### src/rtl/arith_pkg.sv
// Shared arithmetic constants for the lookahead adder/subtractor family.
// ARITH_W : default datapath width shared with the lookahead adder users.
// half_w  : width of one pipeline half when an operand is split in two.
package arith_pkg;

  localparam int unsigned ARITH_W = 8;

  // Width of one half of an operand split across two pipeline stages.
  function automatic int unsigned half_w(input int unsigned w);
    return w / 2;
  endfunction

endpackage

### src/rtl/cla_subtractor_pipe_if.sv
// Ready/valid operand and result bus for cla_subtractor_pipe.
// Operand side : in_valid, in_ready, a, b, bin
// Result side  : out_valid, out_ready, diff, bout, ovf
// master = producer/consumer side, slave = the subtractor.
interface cla_subtractor_pipe_if
  import arith_pkg::*;
#(
  parameter int unsigned WIDTH = ARITH_W
);

  logic             in_valid;
  logic             in_ready;
  logic [WIDTH-1:0] a;
  logic [WIDTH-1:0] b;
  logic             bin;
  logic             out_valid;
  logic             out_ready;
  logic [WIDTH-1:0] diff;
  logic             bout;
  logic             ovf;

  modport master (
    output in_valid, a, b, bin, out_ready,
    input  in_ready, out_valid, diff, bout, ovf
  );

  modport slave (
    input  in_valid, a, b, bin, out_ready,
    output in_ready, out_valid, diff, bout, ovf
  );

endinterface

### src/rtl/cla_subtractor_pipe_cla_block.sv
// N-bit generate/propagate carry-lookahead sum, purely combinational.
// i_x, i_y  : addends
// i_cin     : carry in
// o_sum_c   : i_x + i_y + i_cin (low N bits)
// o_cout_c  : carry out
module cla_block #(
  parameter int unsigned N = 4
) (
  input  logic [N-1:0] i_x,
  input  logic [N-1:0] i_y,
  input  logic         i_cin,
  output logic [N-1:0] o_sum_c,
  output logic         o_cout_c
);

  logic [N-1:0] w_g;
  logic [N-1:0] w_p;
  logic [N:0]   w_c;
  logic         w_acc;
  logic         w_pp;

  assign w_g = i_x & i_y;
  assign w_p = i_x ^ i_y;

  // Each carry is a flat sum of products over lower generates and cin,
  // so no carry depends on another carry.
  always_comb begin
    w_c   = '0;
    w_acc = 1'b0;
    w_pp  = 1'b0;
    w_c[0] = i_cin;
    for (int i = 0; i < int'(N); i++) begin
      w_acc = w_g[i];
      w_pp  = w_p[i];
      for (int j = i - 1; j >= 0; j--) begin
        w_acc = w_acc | (w_pp & w_g[j]);
        w_pp  = w_pp & w_p[j];
      end
      w_c[i+1] = w_acc | (w_pp & i_cin);
    end
  end

  assign o_sum_c  = w_p ^ w_c[N-1:0];
  assign o_cout_c = w_c[N];

endmodule

### src/rtl/cla_subtractor_pipe.sv
// Two-stage pipelined WIDTH-bit subtractor: diff = a - b - bin computed as
// a + ~b + ~bin with lookahead halves, low half in stage 1, high in stage 2.
// clk, rst_n : clock, synchronous active-low reset
// bus        : ready/valid operand/result interface (slave modport)
// Optional feature macro CLA_SUB_SAT_EN: unsigned saturation (diff forced
// to 0 on borrow out; bout and ovf unaffected).
module cla_subtractor_pipe
  import arith_pkg::*;
#(
  parameter int unsigned WIDTH = ARITH_W
) (
  input  logic                  clk,
  input  logic                  rst_n,
  cla_subtractor_pipe_if.slave  bus
);

  localparam int unsigned HW = half_w(WIDTH);

  // Stage 1 registers
  logic          r_s1_valid;
  logic [HW-1:0] r_d_lo;
  logic          r_c_mid;
  logic [HW-1:0] r_a_hi;
  logic [HW-1:0] r_nb_hi;
  logic          r_a_msb;
  logic          r_b_msb;

  // Stage 2 (output) registers
  logic             r_out_valid;
  logic [WIDTH-1:0] r_diff;
  logic             r_bout;
  logic             r_ovf;

  logic          w_s2_free;
  logic          w_s1_adv;
  logic          w_in_ready;
  logic          w_accept;
  logic [HW-1:0] w_d_lo;
  logic          w_c_mid;
  logic [HW-1:0] w_d_hi;
  logic          w_c_out;
  logic [WIDTH-1:0] w_diff_raw;

  // Handshake
  assign w_s2_free  = ~r_out_valid | bus.out_ready;
  assign w_s1_adv   = r_s1_valid & w_s2_free;
  assign w_in_ready = rst_n & (~r_s1_valid | w_s2_free);
  assign w_accept   = bus.in_valid & w_in_ready;

  // Low half: a[L] + ~b[L] + ~bin
  cla_block #(.N(HW)) u_cla_lo (
    .i_x      (bus.a[HW-1:0]),
    .i_y      (~bus.b[HW-1:0]),
    .i_cin    (~bus.bin),
    .o_sum_c  (w_d_lo),
    .o_cout_c (w_c_mid)
  );

  // High half: carry from low half enters here
  cla_block #(.N(HW)) u_cla_hi (
    .i_x      (r_a_hi),
    .i_y      (r_nb_hi),
    .i_cin    (r_c_mid),
    .o_sum_c  (w_d_hi),
    .o_cout_c (w_c_out)
  );

  assign w_diff_raw = {w_d_hi, r_d_lo};

  // Stage 1 pipeline register
  always_ff @(posedge clk) begin
    if (!rst_n) begin
      r_s1_valid <= 1'b0;
      r_d_lo     <= '0;
      r_c_mid    <= 1'b0;
      r_a_hi     <= '0;
      r_nb_hi    <= '0;
      r_a_msb    <= 1'b0;
      r_b_msb    <= 1'b0;
    end else if (w_accept) begin
      r_s1_valid <= 1'b1;
      r_d_lo     <= w_d_lo;
      r_c_mid    <= w_c_mid;
      r_a_hi     <= bus.a[WIDTH-1:HW];
      r_nb_hi    <= ~bus.b[WIDTH-1:HW];
      r_a_msb    <= bus.a[WIDTH-1];
      r_b_msb    <= bus.b[WIDTH-1];
    end else if (w_s1_adv) begin
      r_s1_valid <= 1'b0;
    end
  end

  // Stage 2 / output register; data held while stalled
  always_ff @(posedge clk) begin
    if (!rst_n) begin
      r_out_valid <= 1'b0;
      r_diff      <= '0;
      r_bout      <= 1'b0;
      r_ovf       <= 1'b0;
    end else if (w_s1_adv) begin
      r_out_valid <= 1'b1;
`ifdef CLA_SUB_SAT_EN
      r_diff      <= w_c_out ? w_diff_raw : '0;
`else
      r_diff      <= w_diff_raw;
`endif
      r_bout      <= ~w_c_out;
      // Overflow judged on the unsaturated result
      r_ovf       <= (r_a_msb != r_b_msb) && (w_diff_raw[WIDTH-1] != r_a_msb);
    end else if (bus.out_ready) begin
      r_out_valid <= 1'b0;
    end
  end

  assign bus.in_ready  = w_in_ready;
  assign bus.out_valid = r_out_valid;
  assign bus.diff      = r_diff;
  assign bus.bout      = r_bout;
  assign bus.ovf       = r_ovf;

endmodule

### src/flat_wrapper.sv
// flat-port wrapper written by rule: the top's interface ports become plain ports
module cla_subtractor_pipe_flat import arith_pkg::*;
#(
  parameter int unsigned WIDTH = ARITH_W
)
  (clk, rst_n, bus_in_valid, bus_a, bus_b, bus_bin, bus_out_ready, bus_in_ready, bus_out_valid, bus_diff, bus_bout, bus_ovf);
  cla_subtractor_pipe_if #(.WIDTH(WIDTH)) bus_i ();
  input  logic clk;
  input  logic rst_n;
  input wire logic [$bits(bus_i.in_valid)-1:0] bus_in_valid;
  input wire logic [$bits(bus_i.a)-1:0] bus_a;
  input wire logic [$bits(bus_i.b)-1:0] bus_b;
  input wire logic [$bits(bus_i.bin)-1:0] bus_bin;
  input wire logic [$bits(bus_i.out_ready)-1:0] bus_out_ready;
  output wire logic [$bits(bus_i.in_ready)-1:0] bus_in_ready;
  output wire logic [$bits(bus_i.out_valid)-1:0] bus_out_valid;
  output wire logic [$bits(bus_i.diff)-1:0] bus_diff;
  output wire logic [$bits(bus_i.bout)-1:0] bus_bout;
  output wire logic [$bits(bus_i.ovf)-1:0] bus_ovf;
  assign bus_i.in_valid = bus_in_valid;
  assign bus_i.a = bus_a;
  assign bus_i.b = bus_b;
  assign bus_i.bin = bus_bin;
  assign bus_i.out_ready = bus_out_ready;
  assign bus_in_ready = bus_i.in_ready;
  assign bus_out_valid = bus_i.out_valid;
  assign bus_diff = bus_i.diff;
  assign bus_bout = bus_i.bout;
  assign bus_ovf = bus_i.ovf;
  cla_subtractor_pipe #(.WIDTH(WIDTH)) u_core (.clk(clk), .rst_n(rst_n), .bus(bus_i));
endmodule
### config.mk
export PLATFORM = sky130hd
export DESIGN_NAME = cla_subtractor_pipe_flat
export DESIGN_NICKNAME = d
export VERILOG_FILES = /design/src/rtl/arith_pkg.sv /design/src/rtl/cla_subtractor_pipe_if.sv /design/src/rtl/cla_subtractor_pipe_cla_block.sv /design/src/rtl/cla_subtractor_pipe.sv /design/src/flat_wrapper.sv
export SDC_FILE = /design/constraint.sdc
export NUM_CORES = 1
export LEC_CHECK = 0
export CAP_MARGIN = 20
export CORE_MARGIN = 2
export CORE_UTILIZATION = 50
export DETAILED_ROUTE_END_ITERATION = 8
export GPL_ROUTABILITY_DRIVEN = 0
export GPL_TIMING_DRIVEN = 0
export PLACE_DENSITY = 0.82
export SETUP_SLACK_MARGIN = 0.3
export SLEW_MARGIN = 20
export SYNTH_ARGS = -nofsm -noshare
export SYNTH_HDL_FRONTEND = slang
export SYNTH_SLANG_ARGS = --single-unit
### constraint.sdc
create_clock -name clk -period 4.7 [get_ports clk]
set_input_delay 1.41 -clock clk [delete_from_list [all_inputs] [get_ports clk]]
set_output_delay 1.41 -clock clk [all_outputs]
set_load 0.02 [all_outputs]
=== After elaboration in Yosys (flattened, before gate mapping) ===
Cells that the tools add are included.

* Register bits: 27
* Input port bits: 21
* Output and inout port bits: 12
* Word-level logic and storage cells: 89

* Eq/ne operators: 2
* Multiplexer cells: 4
* Bitwise operators: 69
* Reductions and logical operators: 3

{| class="wikitable"
|+ Operators by type and width
! kind !! number
|-
| 1-bit AND || 35
|-
| 1-bit bitwise OR || 22
|-
| 4-bit XOR || 4
|-
| 4-bit AND || 2
|-
| 4-bit NOT || 2
|-
| 1-bit 2-to-1 mux || 4
|-
| 1-bit NOT || 4
|-
| 2-bit nonzero test || 2
|-
| 1-bit != test || 2
|-
| 1-bit logical AND || 1
|}

=== Longest topological paths before layout ===
* Depth after elaboration: 8
* Depth in mapped cells: 7
* Mapped depth without buffers: 7

=== Cells and area by module ===
A second synthesis with hierarchy kept.

* Cell total of the unflattened synthesis: 150
* Area, all modules: 1338.8 sq um

{| class="wikitable"
|+ Modules (own cells, without submodules)
! module !! instances !! cells each !! area an instance (sq um) !! seq. area each (sq um)
|-
| cla_subtractor_pipe || 1 || 116 || 1043.5 || 520.5
|-
| cla_block || 2 || 17 || 147.6 || 0.0
|}

=== Least setup slack after synthesis ===
Ideal clock, no wire load.

* Path type: input to output
* Start: input rst_n
* End: output bus_in_ready
* Arrival: 2.117 ns
* Required time: 3.290 ns
* Slack: 1.173 ns
* Stages on the path: 3
* Buffers on the path: 2
* Cell sequence: clkbuf_1 clkbuf_1 and2_1

* Longest elaborated chain between the ends: 1

{| class="wikitable"
|+ Ends and longest elaborated chain
! item !! RTL line !! text
|-
| start, declared || flat_wrapper.sv:9 || <nowiki>input logic rst_n;</nowiki>
|-
| 1-bit AND || cla_subtractor_pipe.sv:47 || <nowiki>assign w_in_ready = rst_n & (~r_s1_valid | w_s2_free);</nowiki>
|-
| end, declared || flat_wrapper.sv:15 || <nowiki>output wire logic [$bits(bus_i.in_ready)-1:0] bus_in_ready;</nowiki>
|}

No other way between the ends.

=== Final worst setup path ===
Ends and elaborated chain as after synthesis.

==> run_results.csv <==
group,metric,value,unit
status,status,"finished, final reports clean",
sta,slew_viol_final,0,
synthesis,synth_area,1250,sq um
grt,grt_pass1_vias,1031,
sta,setup_viol,0,
setup_path,critical_path_class,"primary input to output pin",
setup_path,critPathMaxFanout,10,
synthesis,syn_inst,144,
setup_path,max_stage_delay,0.48,ns
power_and_ir_drop,p_int,372,uW
die,pin_count,33,
cts,clkSinkCount,26,
setup_path,cp.required,3.29,ns
min_path,hold_end,"u_core.bus.diff[7]",
grt,overflow,0,
drt,dr.pass1.iters,4,
sta,hold_viol_final,0,
power_and_ir_drop,comb_power_share,19.6,%
setup_path,worstSetupStartpointType,"primary input",
setup_path,endpoint_kind,"output pin",
synthesis,synth_nets,175,
setup_path,crit_buf_inv,4,
finish,fin_nets,212,
power_and_ir_drop,seq_power_share,49.3,%
grt,grt_max_degree,16,
cts,cts.path.max_buffers,2,
synthesis,avgSynthCellArea,8.65,sq um
sta,finalClockSkew,0.0190,ns
synthesis,synth_seq_area_share,41.8,%
placed_design,port_buffers,32,
drt,drtIter0Drc,17,
drt,drtAntennaViolNets,0,
setup_path,crit_chain,"clkdlybuf4s50_1, clkbuf_2, clkbuf_4, and2_1, dlygate4sd2_1",
power_and_ir_drop,power_frac_clock,31.1,%
drt,remaining_drc_errors,0,
sta,rsz0062_at_grt,"no",
power_and_ir_drop,p_sw,124,uW
cts,htree_levels,1,
min_path,hold_path_depth,2,
run,maxCapViolCount,0,
cts,root_buffer,"clkbuf_4",
die,rows,18,
finish,insertedDiodeCount,0,
setup_path,r2r_cells,6,
sta,layout_setup_ws,0.519,ns
cts,cts.clk_slew.worst_paths,0.16,ns
cts,cts_buffers,3,
drt,vias,1107,
sta,max_freq,239,MHz
placed_design,dpl_worst_slack,-0.0493,ns
sta,relSlewSlack,67.8,%
grt,antenna_found_initial,0,
die,dieArea,2910,sq um
power_and_ir_drop,power.density,299,nW/um^2
min_path,min_from,"u_core.bus.diff[7]",
cts,tritoncts,"built",
power_and_ir_drop,p_sw_share,25.0,%
sta,min_period_over_period,89.0,%
die,core-area,2410,sq um
grt,grt_pass1_wl,4.22,mm
drt,routed_wl,2.67,mm
finish,multi_input_area,664,sq um
min_path,min_path_type,"register to register",
power_and_ir_drop,ir_drop,0.209,mV
grt,grt.total_usage,20.1,%
finish,fillerInstances,213,
synthesis,yosysUniqueCellTypes,30,
setup_path,worst_path_max_delay_cell,"clkdlybuf4s50_1",
finish,area_delta_synth_final,33.2,%
cts,cts_setup_buffers,0,
finish,drive_gt1_share,5.00,%
setup_path,worstReg2RegEnd,"u_core.bus.ovf",
sta,worst_pin_slew,0.484,ns
synthesis,yosys_warnings,0,
synthesis,synth.ff_latch_count,26,
setup_path,r2r_slack,2.95,ns
die,die_h,53.9,microns
cts,clk-insertion-delay-late,0.33,ns
finish,mostFrequentLayoutCells,"nand2_1 (31), clkdlybuf4s50_1 (31), dfxtp_1 (26)",
die,die_x,53.9,microns
setup_path,worstPathArrival,2.77,ns
sta,fin_setup_tns,0,ns
power_and_ir_drop,leakage,0.000729,uW
die,start_util,51.7,%
drt,via_per_inst,5.27,
setup_path,timing.rr.start,"u_core.r_a_hi[0]",
sta,min_period,4.18,ns
placed_design,hpwl,2.02,mm
drt,avgRoutedWirePerCell,12.7,microns
setup_path,path_delay_family,"buffers and inverters",
power_and_ir_drop,p_total,497,uW
finish,seq_area,520,sq um
==> state kept, by name (all words and copies together), names as in the netlist <==
name,count
u_core.r_a_hi,3
u_core.r_a_msb,1
u_core.r_c_mid,1
u_core.r_s1_valid,1
u_core.r_nb_hi,4
u_core.bus.ovf,1
u_core.bus.bout,1
u_core.bus.out_valid,1
u_core.r_b_msb,1
u_core.r_d_lo,4
u_core.bus.diff,8
==> area by class of cell <==
type / count / share of cell area, %
clock inverter: 1 / 1.81
multi-input combinational: 102 / 40.0
inverter: 8 / 1.81
clock buffer: 3 / 1.36
sequential: 26 / 31.3
timing repair buffer: 32 / 19.2
tap: 30 / 2.26
buffer: 8 / 2.19
==> synth_stat cells, drive strengths merged <==
library cell | n | share of area [%]
a211oi | 3 | 2.2
a21boi | 7 | 4.2
a21o | 1 | 0.60
a21oi | 5 | 2.0
a31oi | 1 | 0.50
and2 | 2 | 1.0
and3 | 2 | 1.0
buf | 1 | 0.40
clkbuf | 7 | 2.1
dfxtp | 26 | 42
fa | 2 | 3.2
ha | 8 | 8.0
inv | 8 | 2.4
nand2 | 31 | 9.3
nand2b | 3 | 1.5
nand3 | 9 | 3.6
nand3b | 1 | 0.60
nor2 | 1 | 0.30
nor2b | 4 | 2.2
nor3 | 1 | 0.40
o211a | 4 | 3.2
o21a | 2 | 1.2
o21ai | 7 | 2.8
o21bai | 1 | 0.60
o31ai | 2 | 1.2
or3b | 1 | 0.70
xnor2 | 1 | 0.70
xor2 | 3 | 2.1
==> through the flow <==
stage / cells / area, sq um / util, % / hold WS, ns
floorplan: 144 / 1250 / - / 0.438
global placement: 206 / 1600 / 66.6 / 0.451
detailed placement: 206 / 1600 / 66.6 / 0.458
CTS: 210 / 1660 / 68.9 / 0.477
global route: 210 / 1660 / 68.9 / 0.502
finish: 210 / 1660 / 68.9 / 0.473
==> worst max path at each step <==
stage	cells past startpoint	slack [ns]	end	startpoint
6_report	5	0.52	bus_in_ready	rst_n
5_1_grt	5	0.43	bus_in_ready	rst_n
4_1_cts	5	0.51	bus_in_ready	rst_n
3_5_place_dp	5	-0.05	bus_in_ready	rst_n
3_3_place_gp	5	-0.02	bus_in_ready	rst_n
2_1_floorplan	3	1.17	bus_in_ready	rst_n
==> kinds of logic (layout without fill, tap and decap cells) <==
| family | Yosys count | after routing | synth area share, % |
|---|---|---|---|
| adder cells (fa/ha/maj) | 10 | 10 | 11.2 |
| flip-flops | 26 | 26 | 41.8 |
| AND/OR/NAND/NOR | 55 | 55 | 20.7 |
| AO/OA/AOI/OAI | 33 | 33 | 18.6 |
| XOR/XNOR | 4 | 4 | 2.81 |
| buffers and inverters | 16 | 52 | 4.92 |
==> worst min-delay path: stages, from the launching register on <==
cell	delay [ns]
dfxtp_1	0.34
nand2_1	0.05
a21boi_0	0.06
==> power by group through the flow <==
stage | registers, uW | logic (uW) | clock network (uW)
after floorplan | 254 | 50.4 | 0
after global placement | 249 | 93.4 | 0
after detailed placement | 249 | 97.3 | 0
after CTS | 244 | 98.1 | 156
after global routing | 246 | 108 | 165
final | 245 | 97.3 | 155
==> layer usage <==
metal	vias to the layer above	share of wire, %	wire [microns]	global-route usage (%)
met1	511	45	1190	23.8
li1	562	-	-	-
met3	4	4.5	121	2.22
met5	-	0	0	0
met4	0	1.6	42	12.4
met2	30	49	1310	34.6
==> repair_timing <==
item                       in CTS  in global routing
setup endpoints to repair       1                  0
hold buffers                    0                  0
resized for setup               4                  0
Power figures use the tool's default switching activity.
